--- src/rtl/datapath_sequencer.sv ---
// Sequencer that feeds the register-file/ALU datapath: 16 register-init writes,
// then program words one per cycle until a halt word or the end of the buffer.
module datapath_sequencer #(
  parameter logic [3:0]  INIT_OPCODE = 4'h0,
  parameter logic [3:0]  HALT_OPCODE = 4'hF,
  parameter logic [15:0] NOP_INSTR   = 16'hF000
) (
  input  logic        clk,
  input  logic        reset,
  input  logic        pgm_we,
  input  logic        init_we,
  input  logic [3:0]  wr_addr,
  input  logic [15:0] wr_data,
  input  logic        start,
  input  logic        skip_init,
  input  logic        run_en,
  input  logic        abort,
  output logic [15:0] Instruction,
  output logic        InitSel,
  output logic [15:0] DataInit,
  output logic        busy,
  output logic        done,
  output logic [3:0]  pc,
  output logic [4:0]  issue_count
);

  typedef enum logic [1:0] {
    ST_IDLE,
    ST_INIT,
    ST_RUN,
    ST_DONE
  } state_t;

  state_t      state_q, state_d;
  logic [3:0]  k_q, k_d;
  logic [3:0]  pc_q, pc_d;
  logic [4:0]  cnt_q, cnt_d;
  logic [15:0] instr_q, instr_d;
  logic        init_sel_q, init_sel_d;
  logic [15:0] data_init_q, data_init_d;
  logic        busy_q, busy_d;
  logic        done_q, done_d;

  logic [15:0] pgm_buf  [16];
  logic [15:0] init_buf [16];

  logic        buf_wr_ok;
  logic        run_step;
  logic [3:0]  run_pc;
  logic [4:0]  run_cnt;
  logic [15:0] run_word;

  // Buffers are only writable while idle; reset and abort both block writes.
  assign buf_wr_ok = !reset && !abort && (state_q == ST_IDLE);

  always_ff @(posedge clk) begin
    if (buf_wr_ok && pgm_we) begin
      pgm_buf[wr_addr] <= wr_data;
    end
    if (buf_wr_ok && init_we) begin
      init_buf[wr_addr] <= wr_data;
    end
  end

  // Outputs are computed for the cycle that follows the edge, so the state
  // presented in a cycle and its instruction always come from the same flop set.
  always_comb begin
    state_d     = state_q;
    k_d         = k_q;
    pc_d        = pc_q;
    cnt_d       = cnt_q;
    instr_d     = NOP_INSTR;
    init_sel_d  = 1'b1;
    data_init_d = 16'h0000;
    run_step    = 1'b0;
    run_pc      = pc_q;
    run_cnt     = cnt_q;
    run_word    = 16'h0000;

    case (state_q)
      ST_IDLE: begin
        if (start) begin
          pc_d    = 4'd0;
          cnt_d   = 5'd0;
          run_pc  = 4'd0;
          run_cnt = 5'd0;
          if (skip_init) begin
            run_step = 1'b1;
          end else begin
            state_d     = ST_INIT;
            k_d         = 4'd0;
            instr_d     = {INIT_OPCODE, 4'd0, 8'h00};
            init_sel_d  = 1'b0;
            data_init_d = init_buf[4'd0];
          end
        end
      end
      ST_INIT: begin
        if (k_q == 4'd15) begin
          run_step = 1'b1;
        end else begin
          k_d         = k_q + 4'd1;
          instr_d     = {INIT_OPCODE, k_d, 8'h00};
          init_sel_d  = 1'b0;
          data_init_d = init_buf[k_d];
        end
      end
      ST_RUN: begin
        // issue_count of 16 means index 15 went out last cycle: implicit halt.
        if (cnt_q == 5'd16) begin
          state_d = ST_DONE;
        end else begin
          run_step = 1'b1;
        end
      end
      ST_DONE: begin
        state_d = ST_IDLE;
      end
      default: begin
        state_d = ST_IDLE;
      end
    endcase

    if (run_step) begin
      state_d  = ST_RUN;
      run_word = pgm_buf[run_pc];
      if (!run_en) begin
        pc_d  = run_pc;
        cnt_d = run_cnt;
      end else if (run_word[15:12] == HALT_OPCODE) begin
        state_d = ST_DONE;
      end else begin
        instr_d = run_word;
        pc_d    = run_pc + 4'd1;
        cnt_d   = run_cnt + 5'd1;
      end
    end

    if (abort) begin
      state_d     = ST_IDLE;
      k_d         = k_q;
      pc_d        = pc_q;
      cnt_d       = cnt_q;
      instr_d     = NOP_INSTR;
      init_sel_d  = 1'b1;
      data_init_d = 16'h0000;
    end

    busy_d = (state_d == ST_INIT) || (state_d == ST_RUN);
    done_d = (state_d == ST_DONE);
  end

  always_ff @(posedge clk) begin
    if (reset) begin
      state_q     <= ST_IDLE;
      k_q         <= 4'd0;
      pc_q        <= 4'd0;
      cnt_q       <= 5'd0;
      instr_q     <= NOP_INSTR;
      init_sel_q  <= 1'b1;
      data_init_q <= 16'h0000;
      busy_q      <= 1'b0;
      done_q      <= 1'b0;
    end else begin
      state_q     <= state_d;
      k_q         <= k_d;
      pc_q        <= pc_d;
      cnt_q       <= cnt_d;
      instr_q     <= instr_d;
      init_sel_q  <= init_sel_d;
      data_init_q <= data_init_d;
      busy_q      <= busy_d;
      done_q      <= done_d;
    end
  end

  assign Instruction = instr_q;
  assign InitSel     = init_sel_q;
  assign DataInit    = data_init_q;
  assign busy        = busy_q;
  assign done        = done_q;
  assign pc          = pc_q;
  assign issue_count = cnt_q;

endmodule

--- config.mk ---
export PLATFORM = sky130hd
export DESIGN_NAME = datapath_sequencer
export DESIGN_NICKNAME = d
export VERILOG_FILES = /design/src/rtl/datapath_sequencer.sv
export SDC_FILE = /design/constraint.sdc
export NUM_CORES = 1
export LEC_CHECK = 0
export BUFFER_PORTS_ARGS = -buffer_cell sky130_fd_sc_hd__buf_2
export CAP_MARGIN = 20
export CELL_PAD_IN_SITES_DETAIL_PLACEMENT = 0
export CELL_PAD_IN_SITES_GLOBAL_PLACEMENT = 1
export CORE_ASPECT_RATIO = 1.4
export CORE_MARGIN = 2
export CORE_UTILIZATION = 48
export DETAILED_ROUTE_END_ITERATION = 8
export PLACE_DENSITY = 0.86
export SYNTH_ARGS = -nofsm -noshare
export SYNTH_HDL_FRONTEND = slang
export SYNTH_SLANG_ARGS = --single-unit
export TNS_END_PERCENT = 30
--- constraint.sdc ---
create_clock -name clk -period 3.6 [get_ports clk]
set_clock_uncertainty 0.2 [all_clocks]
set_input_delay 0.36 -clock clk [delete_from_list [all_inputs] [get_ports clk]]
set_output_delay 0.36 -clock clk [all_outputs]
set_load 0.01 [all_outputs]
# [Yosys cells after proc, flatten, opt, wreduce, memory -nomap -nowiden]
# Memory sizes are Yosys's and may differ from the RTL's.
# Cells that the tools add are included.
[word_totals] inputBits=28 reg_bits=50 word_cells=82 output_inout_bits=44 ram_bits=512 mem_count=2
[classes] n_reduce_logical=11 eq_ne=12 mux=44 addsub=3 bitwise=1
[mem_list] memory="init_buf" depth=16 width=16 read_ports=2 rd_ports_with_merged_regs=0 wr=1 line="45" rtl="logic [15:0] init_buf [16];"
[mem_list] memory="pgm_buf" depth=16 width=16 read_ports=1 rd_ports_with_merged_regs=0 wr=1 line="44" rtl="logic [15:0] pgm_buf [16];"
[ops] cell="16-bit two-way mux" n=9
[ops] cell="16-bit case mux with 2 select lines" n=2
[ops] cell="4-bit two-way mux" n=8
[ops] cell="5-bit two-way mux" n=5
[ops] cell="1-bit two-way mux" n=11
[ops] cell="2-bit two-way mux" n=5
[ops] cell="4-bit by 1-bit adder with 4-bit output, second input constant" n=2
[ops] cell="2-bit equality test, second input constant" n=4
[ops] cell="4-bit equality test, second input constant" n=2
[ops] cell="4-bit case mux with 2 select lines" n=1
[ops] cell="2-bit inequality test, second input constant" n=3
[ops] cell="2-bit case mux with 3 select lines" n=1
[ops] cell="5-bit by 1-bit adder with 5-bit output, second input constant" n=1
[ops] cell="5-bit equality test, second input constant" n=1
[ops] cell="5-bit AND reduction" n=1
[ops] cell="2-bit by 1-bit equality test with 1-bit output, second input constant" n=2
[ops] cell="1-bit logical AND" n=4
[ops] cell="1-bit case mux with 3 select lines" n=1
[ops] cell="1-bit zero test" n=2
[ops] cell="2-bit zero test" n=1
[ops] cell="1-bit case mux with 2 select lines" n=1
[ops] cell="2-bit nonzero test" n=1
[ops] cell="2-bit OR reduction" n=1
[ops] cell="1-bit logical OR" n=1
[ops] cell="1-bit NOT" n=1

# [Longest topological paths before layout]
# Gate-level depths: netlist of the first run.
# An unclocked memory read counts as a cell.
[logic_depth] word_depth=10 depth_mapped=13

# [Worst setup path before layout of the first run]
# OpenSTA, ideal clock, no wires.
[synth_path] kind="input to register" from="in abort" to="mem init_buf[2][0], enable pin" setup_ps=409 required_ps=2991 arrival_ps=2761 cell_stages=6 path_slack_ps=230 path_cell_list="clkbuf_1 or3_1 clkbuf_1 nor3b_1 nand3b_1 nor3_1"
[synth_via] elab_chain_cells=6
[synth_lines] item="from (decl)" line="17" rtl="input logic abort,"
[synth_lines] item="1-bit zero test" line="54" rtl="assign buf_wr_ok = !reset && !abort && (state_q == ST_IDLE);"
[synth_lines] item="1-bit logical AND (2 in a row)" line="54"
[synth_lines] item="1-bit logical AND" line="60" rtl="if (buf_wr_ok && init_we) begin"
[synth_lines] item="1-bit two-way mux" line="60"
[synth_lines] item="1-bit two-way mux (not written as such)" line="61" rtl="init_buf[wr_addr] <= wr_data;"
[synth_lines] item="to (decl)" line="45"
# No other way between the ends.

# [Final worst setup path of the first run]
[layout_path] from="reg pc_q[0], in the netlist pc[0]" to="reg busy_q, in the netlist busy"
[layout_via] elab_chain_cells=10
[layout_lines] item="from (decl)" line="36" rtl="logic [3:0] pc_q, pc_d;"
[layout_lines] item="from (signal assigned)" line="167" rtl="pc_q <= pc_d;"
[layout_lines] item="4-bit two-way mux" line="82" rtl="if (start) begin"
[layout_lines] item="4-bit two-way mux (*)" line="80" rtl="case (state_q)"
[layout_lines] item="memory 16 x 16 bit (*)"
[layout_lines] item="4-bit equality test (*)" line="130" rtl="end else if (run_word[15:12] == HALT_OPCODE) begin"
[layout_lines] item="1-bit two-way mux (*)" line="130"
[layout_lines] item="1-bit two-way mux (*)" line="127" rtl="if (!run_en) begin"
[layout_lines] item="2-bit two-way mux (*)" line="124" rtl="if (run_step) begin"
[layout_lines] item="2-bit two-way mux (*)" line="139" rtl="if (abort) begin"
[layout_lines] item="named net state_d[0]" line="34" rtl="state_t state_q, state_d;"
[layout_lines] item="2-bit by 1-bit equality test with 1-bit output or 2-bit equality test (tied branches)" line="149" rtl="busy_d = (state_d == ST_INIT) || (state_d == ST_RUN);"
[layout_lines] item="1-bit logical OR (*)" line="149"
[layout_lines] item="named net busy_d" line="41" rtl="logic busy_q, busy_d;"
[layout_lines] item="to (signal assigned)" line="172" rtl="busy_q <= busy_d;"
[layout_lines] item="to (decl)" line="41"
# Mark *: on every way through the listed nets, which the timed path passes. The rest lies on a longest branch.
# A chain may end at the register's enable or synchronous reset.

==> results of run 1 <==
-- registers in the layout, summed over array words and instances, names as in the netlist --
signal / flops
done: 1
pc: 4
Instruction: 16
busy: 1
pgm_buf: 256
DataInit: 16
issue_count: 5
state_q: 2
InitSel: 1
k_q: 4
init_buf: 256
-- routing by layer --
metal / routed length (um) / GRT usage
met1: 19230 / 0.2808
met3: 3481 / 0.02993
met5: 0 / 0
met2: 26750 / 0.3755
met4: 2617 / 0.1037
-- synthesized netlist by cell type, types with 10 or more instances --
cell      number  share of area
a211oi_1      15         0.0051
a21oi_1       34         0.0077
a31oi_1       16         0.0045
a32oi_1       21         0.0083
buf_2         11         0.0025
clkbuf_1      61          0.010
dfxtp_1       50          0.045
edfxtp_1     512           0.69
mux2_2        10         0.0051
mux2i_1       38          0.017
mux4_2        84          0.085
nand2_1      103          0.017
nand3_1       49          0.011
nor2_1        87          0.015
nor2b_1       12         0.0034
nor3_1        15         0.0034
o211ai_1      42          0.014
o21ai_0       30         0.0068
o221ai_1      14         0.0055
-- power by group through the flow --
stage	clock, mW	sequential (mW)	combinational, mW
floorplan	0	7.30	0.199
global placement	0	7.30	0.390
detailed placement	0	7.30	0.403
CTS	5.44	7.16	0.408
global route	5.67	7.16	0.440
finish	5.37	7.16	0.408
-- final cells by class --
class / count / area, um^2 / area share
clock inverters: 33 / 320.3 / 0.01271
clock buffers: 63 / 1341 / 0.05322
multi-input cells: 668 / 5438 / 0.2158
repair buffers: 138 / 903.4 / 0.03585
well taps: 617 / 772.0 / 0.03063
flip-flops and latches: 562 / 16380 / 0.6502
inverters: 11 / 41.29 / 0.001638
-- worst min path at each step --
stage,start,to,cells past startpoint
finish,wr_data[10],pgm_buf[10][10]$_DFFE_PP_,1
global route,wr_data[14],init_buf[7][14]$_DFFE_PP_,1
CTS,skip_init,state_q[1]$_SDFF_PP0_,4
detailed placement,init_buf[0][6]$_DFFE_PP_,DataInit[6]$_SDFF_PP0_,2
global placement,init_buf[0][6]$_DFFE_PP_,DataInit[6]$_SDFF_PP0_,2
floorplan,wr_data[0],init_buf[0][0]$_DFFE_PP_,0
-- layout by cell type, fill, tap and decap left out, types with 12 or more instances in the layout --
| master | Yosys | routed |
|---|---|---|
| edfxtp_1 | 512 | 512 |
| o21ai_0 | 30 | 30 |
| nor2_1 | 87 | 87 |
| a21oi_1 | 34 | 34 |
| clkbuf_16 | 0 | 51 |
| nand3_1 | 49 | 49 |
| a211oi_1 | 15 | 15 |
| mux2i_1 | 38 | 38 |
| dfxtp_1 | 50 | 47 |
| o221ai_1 | 14 | 14 |
| a32oi_1 | 21 | 21 |
| a31oi_1 | 16 | 16 |
| mux4_2 | 84 | 84 |
| clkinv_1 | 2 | 15 |
| buf_2 | 11 | 71 |
| nand2_1 | 103 | 103 |
| o211ai_1 | 42 | 42 |
| buf_4 | 2 | 61 |
| nor2b_1 | 12 | 12 |
-- cell families (layout without fill, tap and decap cells) --
logic type	count (synthesis)	count (layout)	synth area share
simple gates	331	331	0.07043
flops	562	562	0.7380
xor+xnor	3	3	0.001184
buf+inv	99	245	0.01990
fa+ha+maj	4	4	0.002256
compound gates	198	198	0.06078
mux	132	132	0.1075
-- worst register-to-register path, cell delays in order, from the launching register on --
cell and delay (ps):
dfxtp_4 750, buf_4 420, mux2i_1 120, a21oi_1 200
o21ai_0 100, a22oi_1 250, and4_1 390, a22oi_1 150
nor2_1 140, ha_1 230, nor2b_1 120
-- what timing repair did --
item	in CTS	in global routing
buffers inserted	0	0
hold buffers	3	0
hold endpoints to repair	12	0
-- per-stage QoR --
step / hold slack [ps] / area, um^2
after floorplan: 258.9 / 22190
after global placement: 299.2 / 23510
after detailed placement: 301.1 / 23510
after CTS: 84.03 / 25200
after global routing: 124.7 / 25200
final: 104.5 / 25200
==> results.md, run 1 <==
- F_max: 0.3121 GHz
- Max stage delay on crit path: 750 ps
- Synth Cell Area: 22190 um^2
- Reg-to-reg slack, setup: 400 ps
- Setup crit start: pc[0]$_SDFFE_PP0N_
- Most Frequent Cell on Critical Path: a22oi_1
- Layout cell share with drive strength beyond 1: 0.2190
- Power Density: approximately 500 nW/um^2
- DRC Markers: 0
- Routed Antenna Nets: 0
- GPL Wtd Cong: 0.8540
- CP endpoint: busy$_SDFF_PP0_
- Max_slew headroom: 0.4670
- Cells after synthesis: 1329
- Clock Power Share: 0.415
- CP Capture Type: flip-flop
- Filler instances: roughly 3.6k
- Htree depth: 2
- DRT Wirelength: 52080 um
- Sw Share: 0.2052
- Min cycle time layout: 3204 ps
- Number of buffers and inverters on the critical path: 1
- Root buf cell: clkbuf_16
- CP max stage cell: dfxtp_4
- Detailed Place HPWL: 30890 um
- GRT Resource Usage Total: 0.2208
- DRT iter0 DRCs: ~1.3k
- Die area: between 40000 and 50000 um^2
- CTS resizes: 0
- Yosys cell types: 58
- TritonRoute pass-1 iters: 6
- Worst slew pin tran: around 800 ps
- Vias in the first global route: between 10k and 15k
- Initial antenna violation count: 1
- Final Cycle Share: 0.8900
- Leak: a little over 8 nW
- CTS tree: yes
- Synth warnings: 0
- Layout net count: roughly 1.5k
- Post-synth EDFFs: ~500
- Top_reg_cell synth: edfxtp_1
- Worst r2r src: pc[0]$_SDFFE_PP0N_
- Std cell rows: slightly above 90
- Core footprint: 45850 um^2
- Die span in y: 258.4 um
- Critical Path Fanout Max: 46
- Worst r2r path cells: 10
- First-pass GRT wire length: just under 80000 um
- DP Worst Slack: between 300 and 400 ps
- Port bufs: 71
- Internal power: 10.29 mW
- CTS clk-pin slew, worst paths: 70 ps
- Reg-to-Reg End: busy$_SDFF_PP0_
- WS Path Type: reg2reg
- Worst Hold Class: in2reg
- Worst-Skew Late Latency: 600 ps
- Clock Sinks: 562
- Total power of the final layout: 12.95 mW
- Max VDD drop: 450.3 uV
- WP data arrival: 3470 ps
- Largest net degree at the start of global routing: 69
- TNS Setup: 0 ps
- NetSw: 2.656 mW
- Syn Area/Cell: 16.70 um^2
- Via-to-Cell Ratio: between 5 and 6
- Drt wl/cell: between 20 and 25 um
- CP delay by family, top: flip-flops
- Crit-path cells: buf_4 > mux2i_1 > a21oi_1 > o21ai_0 > a22oi_1 > and4_1 > a22oi_1 > nor2_1 > ha_1 > nor2b_1
- FF+latch count, synth: 562
- Die X-Extent: 185.7 um
- Post-Layout Cell Count: ~2.1k
- Seq/Total Area, Yosys: 0.7380
- CTS buffer count: 51
- FFs w/ async S/R, synth: 0
- Maximum clock insertion buffer count: 3
- Setup violators final: 0
- Worst Setup Start Kind: flip-flop
- Gate power share: 0.032
- Max-cap check violation count: 0
- Slew Viols, Final: 0
- Vias: about 13k
- Mapped Nets: roughly 1.4k
- Effective utilization at floorplan: 0.4840
- Reg power frac: 0.553
- Critical Path RT: 3870 ps
- Unrepaired setup endpoints after global routing: no
- Setup ws final: between 300 and 400 ps
- Ant diodes: 0
- Placed cell count: 1993
- Area grow syn2layout: 13.57%
- Crit path depth: 10
- Final Hold Viols: 0
- Total gr overflow: 0
- Outcome: complete, no violations
- IO Pins: 72
- Finished Core Util: 0.5497
Note: power is estimated with default switching activity, not from simulation.
==> inputs of run 2 (changes only) <==
--- a/config.mk
+++ b/config.mk
@@ -11,9 +11,9 @@
 export CELL_PAD_IN_SITES_GLOBAL_PLACEMENT = 1
 export CORE_ASPECT_RATIO = 1.4
 export CORE_MARGIN = 2
-export CORE_UTILIZATION = 48
+export CORE_UTILIZATION = 57
 export DETAILED_ROUTE_END_ITERATION = 8
-export PLACE_DENSITY = 0.86
+export PLACE_DENSITY = 0.95
 export SYNTH_ARGS = -nofsm -noshare
 export SYNTH_HDL_FRONTEND = slang
 export SYNTH_SLANG_ARGS = --single-unit
==> constraint.sdc (replaced) <==
create_clock -name clk -period 3.95 [get_ports clk]
set_clock_uncertainty 0.2 [all_clocks]
set_input_delay 0.395 -clock clk [delete_from_list [all_inputs] [get_ports clk]]
set_output_delay 0.395 -clock clk [all_outputs]
set_load 0.01 [all_outputs]
==> results.md, run 2 (same netlist as run 1, synthesis figures left out) <==
- Outcome: complete, no violations
- Initial antenna violation count: 0
- Hold EP: pc[1]$_SDFFE_PP0N_
- Total gr overflow: 0
- Area grow syn2layout: 13.19%
- Hold path cells: 3
- Die X-Extent: 170.8 um
- Layout net count: between 1k and 1.5k
- Clock Sinks: 562
- Port bufs: slightly above 70
- Final Cycle Share: 0.8214
- Total power of the final layout: 12.08 mW
- Unrepaired setup endpoints after global routing: no
- Max_slew headroom: 0.4571
- Post-CTS setup buffer count: 0
- Die area: slightly above 40000 um^2
- Leak: 8.219 nW
- Max VDD drop: 531.9 uV
- DP Worst Slack: 531.2 ps
- Via-to-Cell Ratio: about 6.5
- Detailed Place HPWL: between 30000 and 40000 um
- CTS resizes: 0
- Std cell rows: 85
- Setup ws final: just over 700 ps
- Ant diodes: 0
- DRT iter0 DRCs: 1704
- Worst r2r src: state_q[1]$_SDFF_PP0_
- Effective utilization at floorplan: 0.5780
- Die span in y: 237.5 um
- Largest net degree at the start of global routing: 58
- Reg-to-Reg End: busy$_SDFF_PP0_
- Worst r2r path cells: 10
- Core footprint: approximately 38000 um^2
- Hold_buf cts: 1
- Worst slew pin tran: 814.3 ps
- Worst-Skew Late Latency: 600 ps
- Maximum clock insertion buffer count: 3
- WP data arrival: between 3000 and 4000 ps
- GPL Wtd Cong: roughly 0.85
- Htree depth: 2
- Largest regs: init_buf (256), pgm_buf (256)
- Critical Path RT: 4210 ps
- WS Path Type: reg2reg
- F_max: 0.3082 GHz
- Placed cell count: 1894
- IO Pins: just over 70
- Critical Path Fanout Max: 12
- Filler instances: between 2k and 2.5k
- CTS tree: yes
- CTS clk-pin slew, worst paths: 70 ps
- TritonRoute pass-1 iters: 6
- Min cycle time layout: around 3200 ps
- CP Capture Type: flip-flop
- Max-cap check violation count: 0
- GRT Resource Usage Total: 0.2752
- Final Hold Viols: 0
- Reg-to-reg slack, setup: 710 ps
- Power Density: 480.8 nW/um^2
- Worst Setup Start Kind: flip-flop
- Setup violators final: 0
- Root buf cell: clkbuf_16
- CTS buffer count: 50
- Worst Hold Class: in2reg
- Slew Viols, Final: 0
- Commonest non-fill, non-tap cell in the layout: edfxtp_1
- Routed Antenna Nets: 0
- DRC Markers: 0
- DRT Wirelength: 54230 um
- Post-Layout Cell Count: 1989
- Vias in the first global route: 13.19k
- TNS Setup: 0 ps
- Vias: 12.94k
- Min-delay src: abort
- Layout cell share with drive strength beyond 1: 0.2236
- First-pass GRT wire length: about 81000 um
- Drt wl/cell: 27.26 um
- Most frequent cells in the layout: edfxtp_1 (512), nand2_1 (103), nor2_1 (87), mux4_2 (84), buf_2 (71)
[run 2: cell types whose count changed in the layout (fill, tap and decap cells not counted), sizes merged]
cell and change:
buf -4, bufinv +4, clkbuf -3, clkinv -2
dlygate4sd3 -2, inv -1
[run 2: area by class of cell]
type	count	area, um^2	share of cell area
clock buffer	60	1339	0.05330
inverter	11	41.29	0.001644
clock inverter	34	421.7	0.01679
timing repair buffer	132	840.8	0.03347
tap	522	653.1	0.02600
sequential	562	16380	0.6523
multi-input combinational	668	5438	0.2165
[run 2: where the power goes]
| part | total (mW) | switching, mW | internal, mW |
|---|---|---|---|
| registers | 6.53 | 0.0210 | 6.51 |
| logic | 0.370 | 0.269 | 0.101 |
| clock network | 5.18 | 2.15 | 3.02 |
[run 2: per-layer routing]
metal | GRT usage | part of all wire | up-vias
li1 | - | - | 5468
met1 | 0.3337 | 0.33 | 6504
met2 | 0.4726 | 0.52 | 814
met3 | 0.04845 | 0.096 | 158
met4 | 0.1430 | 0.057 | 0
met5 | 0 | 0 | -
[run 2: critical path, cell delays in order, from the launching register on]
cell      delay, ps
dfxtp_1         310
or3b_1          600
buf_4           290
a211oi_1        230
o21ai_0         150
a22oi_1         310
and4_1          420
a22oi_1         140
nor2_1          120
ha_1            230
nor2b_1         120
[run 2: metrics by stage]
step,utilization,cell area [um^2],hold WS [ps]
global placement,0.6081,23350,290.9
CTS,0.6542,25120,20.31
floorplan,-,22190,267.2
detailed placement,0.6081,23350,309.5
global route,0.6542,25120,53.05
finish,0.6542,25120,43.62
[run 2: how the worst max path moves through the flow]
stage | from | endpoint | slack [ps] | depth (start not counted)
after floorplan | abort | init_buf[2][0]$_DFFE_PP_ | 550 | 6
after global placement | start | busy$_SDFF_PP0_ | 590 | 11
after detailed placement | start | busy$_SDFF_PP0_ | 530 | 11
after CTS | state_q[1]$_SDFF_PP0_ | busy$_SDFF_PP0_ | 730 | 10
after global routing | state_q[1]$_SDFF_PP0_ | busy$_SDFF_PP0_ | 540 | 10
final | state_q[1]$_SDFF_PP0_ | busy$_SDFF_PP0_ | 710 | 10
==> inputs of run 3 (changes only) <==
--- a/config.mk
+++ b/config.mk
@@ -5,15 +5,16 @@
 export SDC_FILE = /design/constraint.sdc
 export NUM_CORES = 1
 export LEC_CHECK = 0
+export ABC_AREA = 1
 export BUFFER_PORTS_ARGS = -buffer_cell sky130_fd_sc_hd__buf_2
 export CAP_MARGIN = 20
 export CELL_PAD_IN_SITES_DETAIL_PLACEMENT = 0
 export CELL_PAD_IN_SITES_GLOBAL_PLACEMENT = 1
 export CORE_ASPECT_RATIO = 1.4
 export CORE_MARGIN = 2
-export CORE_UTILIZATION = 57
+export CORE_UTILIZATION = 47
 export DETAILED_ROUTE_END_ITERATION = 8
-export PLACE_DENSITY = 0.95
+export PLACE_DENSITY = 0.87
 export SYNTH_ARGS = -nofsm -noshare
 export SYNTH_HDL_FRONTEND = slang
 export SYNTH_SLANG_ARGS = --single-unit
==> constraint.sdc (replaced) <==
create_clock -name clk -period 2.7 [get_ports clk]
set_clock_uncertainty 0.2 [all_clocks]
set_input_delay 0.27 -clock clk [delete_from_list [all_inputs] [get_ports clk]]
set_output_delay 0.27 -clock clk [all_outputs]
set_load 0.01 [all_outputs]
==> results.md, run 3 <==
- Max_slew headroom: 0.5639
- First-pass GRT wire length: between 80000 and 90000 um
- Outcome: complete, no violations
- Synth warnings: 0
- NetSw: 3.464 mW
- Most frequent cells in the layout: edfxtp_1 (512), nor2_1 (221), o21ai_0 (173), nand2_1 (149), nand3_1 (127)
- Detailed Place HPWL: 33420 um
- IO Pins: 72
- WP data arrival: approximately 2800 ps
- Mapped Nets: 1691
- TNS Setup: 0 ps
- Clock Power Share: 0.396
- Critical Path RT: ~3000 ps
- FFs w/ async S/R, synth: 0
- Commonest non-fill, non-tap cell in the layout: edfxtp_1
- Synth Cell Area: ~22000 um^2
- Min Hold Slack: ~18 ps
- Worst slew pin tran: 654.2 ps
- CTS buffer count: slightly below 50
- Total gr overflow: 0
- Most common cell in the netlist: edfxtp_1
- Die area: 49050 um^2
- Total power of the final layout: 16.80 mW
- CP Capture Type: flip-flop
- Post-Layout Cell Count: 2441
- Yosys cell types: 37
- Drt wl/cell: 22.71 um
- Worst Setup Start Kind: flip-flop
- Gate power share: 0.035
- Syn Area/Cell: 13.39 um^2
- Unrepaired setup endpoints after global routing: no
- Placed instance area: 23630 um^2
- GRT Resource Usage Total: 0.2219
- Seq/Total Area, Yosys: 0.7371
- Via-to-Cell Ratio: 5.837
- Clock Sinks: 562
- Maximum clock insertion buffer count: 3
- Core footprint: 46810 um^2
- Min cycle time layout: 2546 ps
- Top_reg_cell synth: edfxtp_1
- Finished Core Util: 0.5413
- Slew Viols, Final: 0
- Port bufs: a little over 70
- Layout cell share with drive strength beyond 1: 0.1525
- Layout net count: 1808
- Synth area leader: edfxtp_1
- F_max: just under 0.4 GHz
- CTS clk-pin slew, worst paths: 60 ps
- Placed cell count: 2336
- Vias: about 14k
- Final instance area: between 20000 and 30000 um^2
- Final Cycle Share: 0.9429
- Initial antenna violation count: 1
- Root buf cell: clkbuf_16
- WS Path Type: reg2reg
- Leak: around 8.4 nW
- Std cell rows: 94
- Max-cap check violation count: 0
- Post-synth EDFFs: 512
- Effective utilization at floorplan: 0.4746
- Share of the synthesized area in the top cell type: 0.6920
- Power Density: 662.9 nW/um^2
- CTS tree: yes
- Setup violators final: 0
- Largest net degree at the start of global routing: 50
- GPL Wtd Cong: 0.8910
- DRT Wirelength: roughly 55000 um
- Final Hold Viols: 0
- Critical Path Fanout Max: 42
- Max VDD drop: 561.1 uV
- Cells after synthesis: 1659
- Filler instances: 3808
- Internal power: approximately 13 mW
- Vias in the first global route: approximately 14k
- FF+latch count, synth: 562
- Largest regs: init_buf (256), pgm_buf (256)
- DRT iter0 DRCs: about 1.4k
- Worst-Skew Late Latency: 570 ps
- Die X-Extent: approximately 190 um
- Reg power frac: 0.568
- TritonRoute pass-1 iters: 5
- DRC Markers: 0
- DP Worst Slack: 81.22 ps
- Die span in y: 261.2 um
- Synth area leaders: edfxtp_1 (69%), dfxtp_1 (4.5%), o21ai_0 (3.9%)
- Area grow syn2layout: 14.05%
- Setup ws final: 154.3 ps
- Post-synth top cells: edfxtp_1 (512), nor2_1 (221), o21ai_0 (173), nand2_1 (149), nand3_1 (127)
- Sw Share: 0.2063
- Htree depth: 2
- Worst Hold Class: in2reg
- Routed Antenna Nets: 0
run 3: power by group through the flow:
stage	sequential [mW]	combinational (mW)	clock [mW]
floorplan	9.74	0.270	0
CTS	9.54	0.571	6.73
global placement	9.73	0.552	0
finish	9.55	0.592	6.66
detailed placement	9.73	0.565	0
global route	9.54	0.643	7.05
run 3: routing by layer:
| metal | vias up | wire (um) | track usage |
|---|---|---|---|
| met5 | - | 12 | 0 |
| met4 | 2 | 2484 | 0.1144 |
| met3 | 152 | 3763 | 0.02868 |
| met2 | 665 | 28760 | 0.4020 |
| met1 | 7013 | 20400 | 0.2597 |
| li1 | 6415 | - | - |
run 3: area by class of cell:
| class | count | area, um^2 | share of cell area |
|---|---|---|---|
| clock inverters | 22 | 128.9 | 0.005086 |
| multi-input cells | 948 | 5229 | 0.2064 |
| inverters | 47 | 181.4 | 0.007160 |
| diodes | 1 | 2.502 | 0.00009876 |
| clock buffers | 69 | 1404 | 0.05540 |
| well taps | 624 | 780.7 | 0.03081 |
| repair buffers | 168 | 1230 | 0.04854 |
| flip-flops and latches | 562 | 16380 | 0.6465 |
run 3: kinds of logic after synthesis:
family,after synthesis,synth area share
buffers and inverters,151,0.03131
muxes,64,0.02884
and+or+nand+nor,533,0.1027
AOI/OAI and AO/OA,340,0.09585
xor gates and xnor gates,5,0.001972
adders and majority gates,4,0.002253
DFF,562,0.7371
run 3: critical path, stage by stage, from the launching register on:
cell and delay (ps):
dfxtp_2 490, buf_12 240, buf_4 440, o21ai_0 170, o211ai_1 190, o21ai_0 170
mux2i_1 220, nand3_1 100, a21oi_1 180
run 3: what timing repair did:
action / CTS / global route
buffers inserted: 0 / 7
resized for setup: 0 / 11
hold buffers: 4 / 0
endpoints found under the setup margin: 0 / 15
hold endpoints to repair: 18 / 0
run 3: path summary, 6_finish.rpt:
| check | end | slack (ps) | start | cells after the start |
|---|---|---|---|---|
| worst min register to register | k_q[3]$_SDFFE_PP0P_ | 310 | k_q[3]$_SDFFE_PP0P_ | 2 |
| worst min-delay path | init_buf[0][14]$_DFFE_PP_ | 20 | wr_data[14] | 1 |
| worst max-delay path | Instruction[9]$_SDFF_PP0_ | 150 | pc[0]$_SDFFE_PP0N_ | 8 |
| worst max register to register | Instruction[9]$_SDFF_PP0_ | 150 | pc[0]$_SDFFE_PP0N_ | 8 |
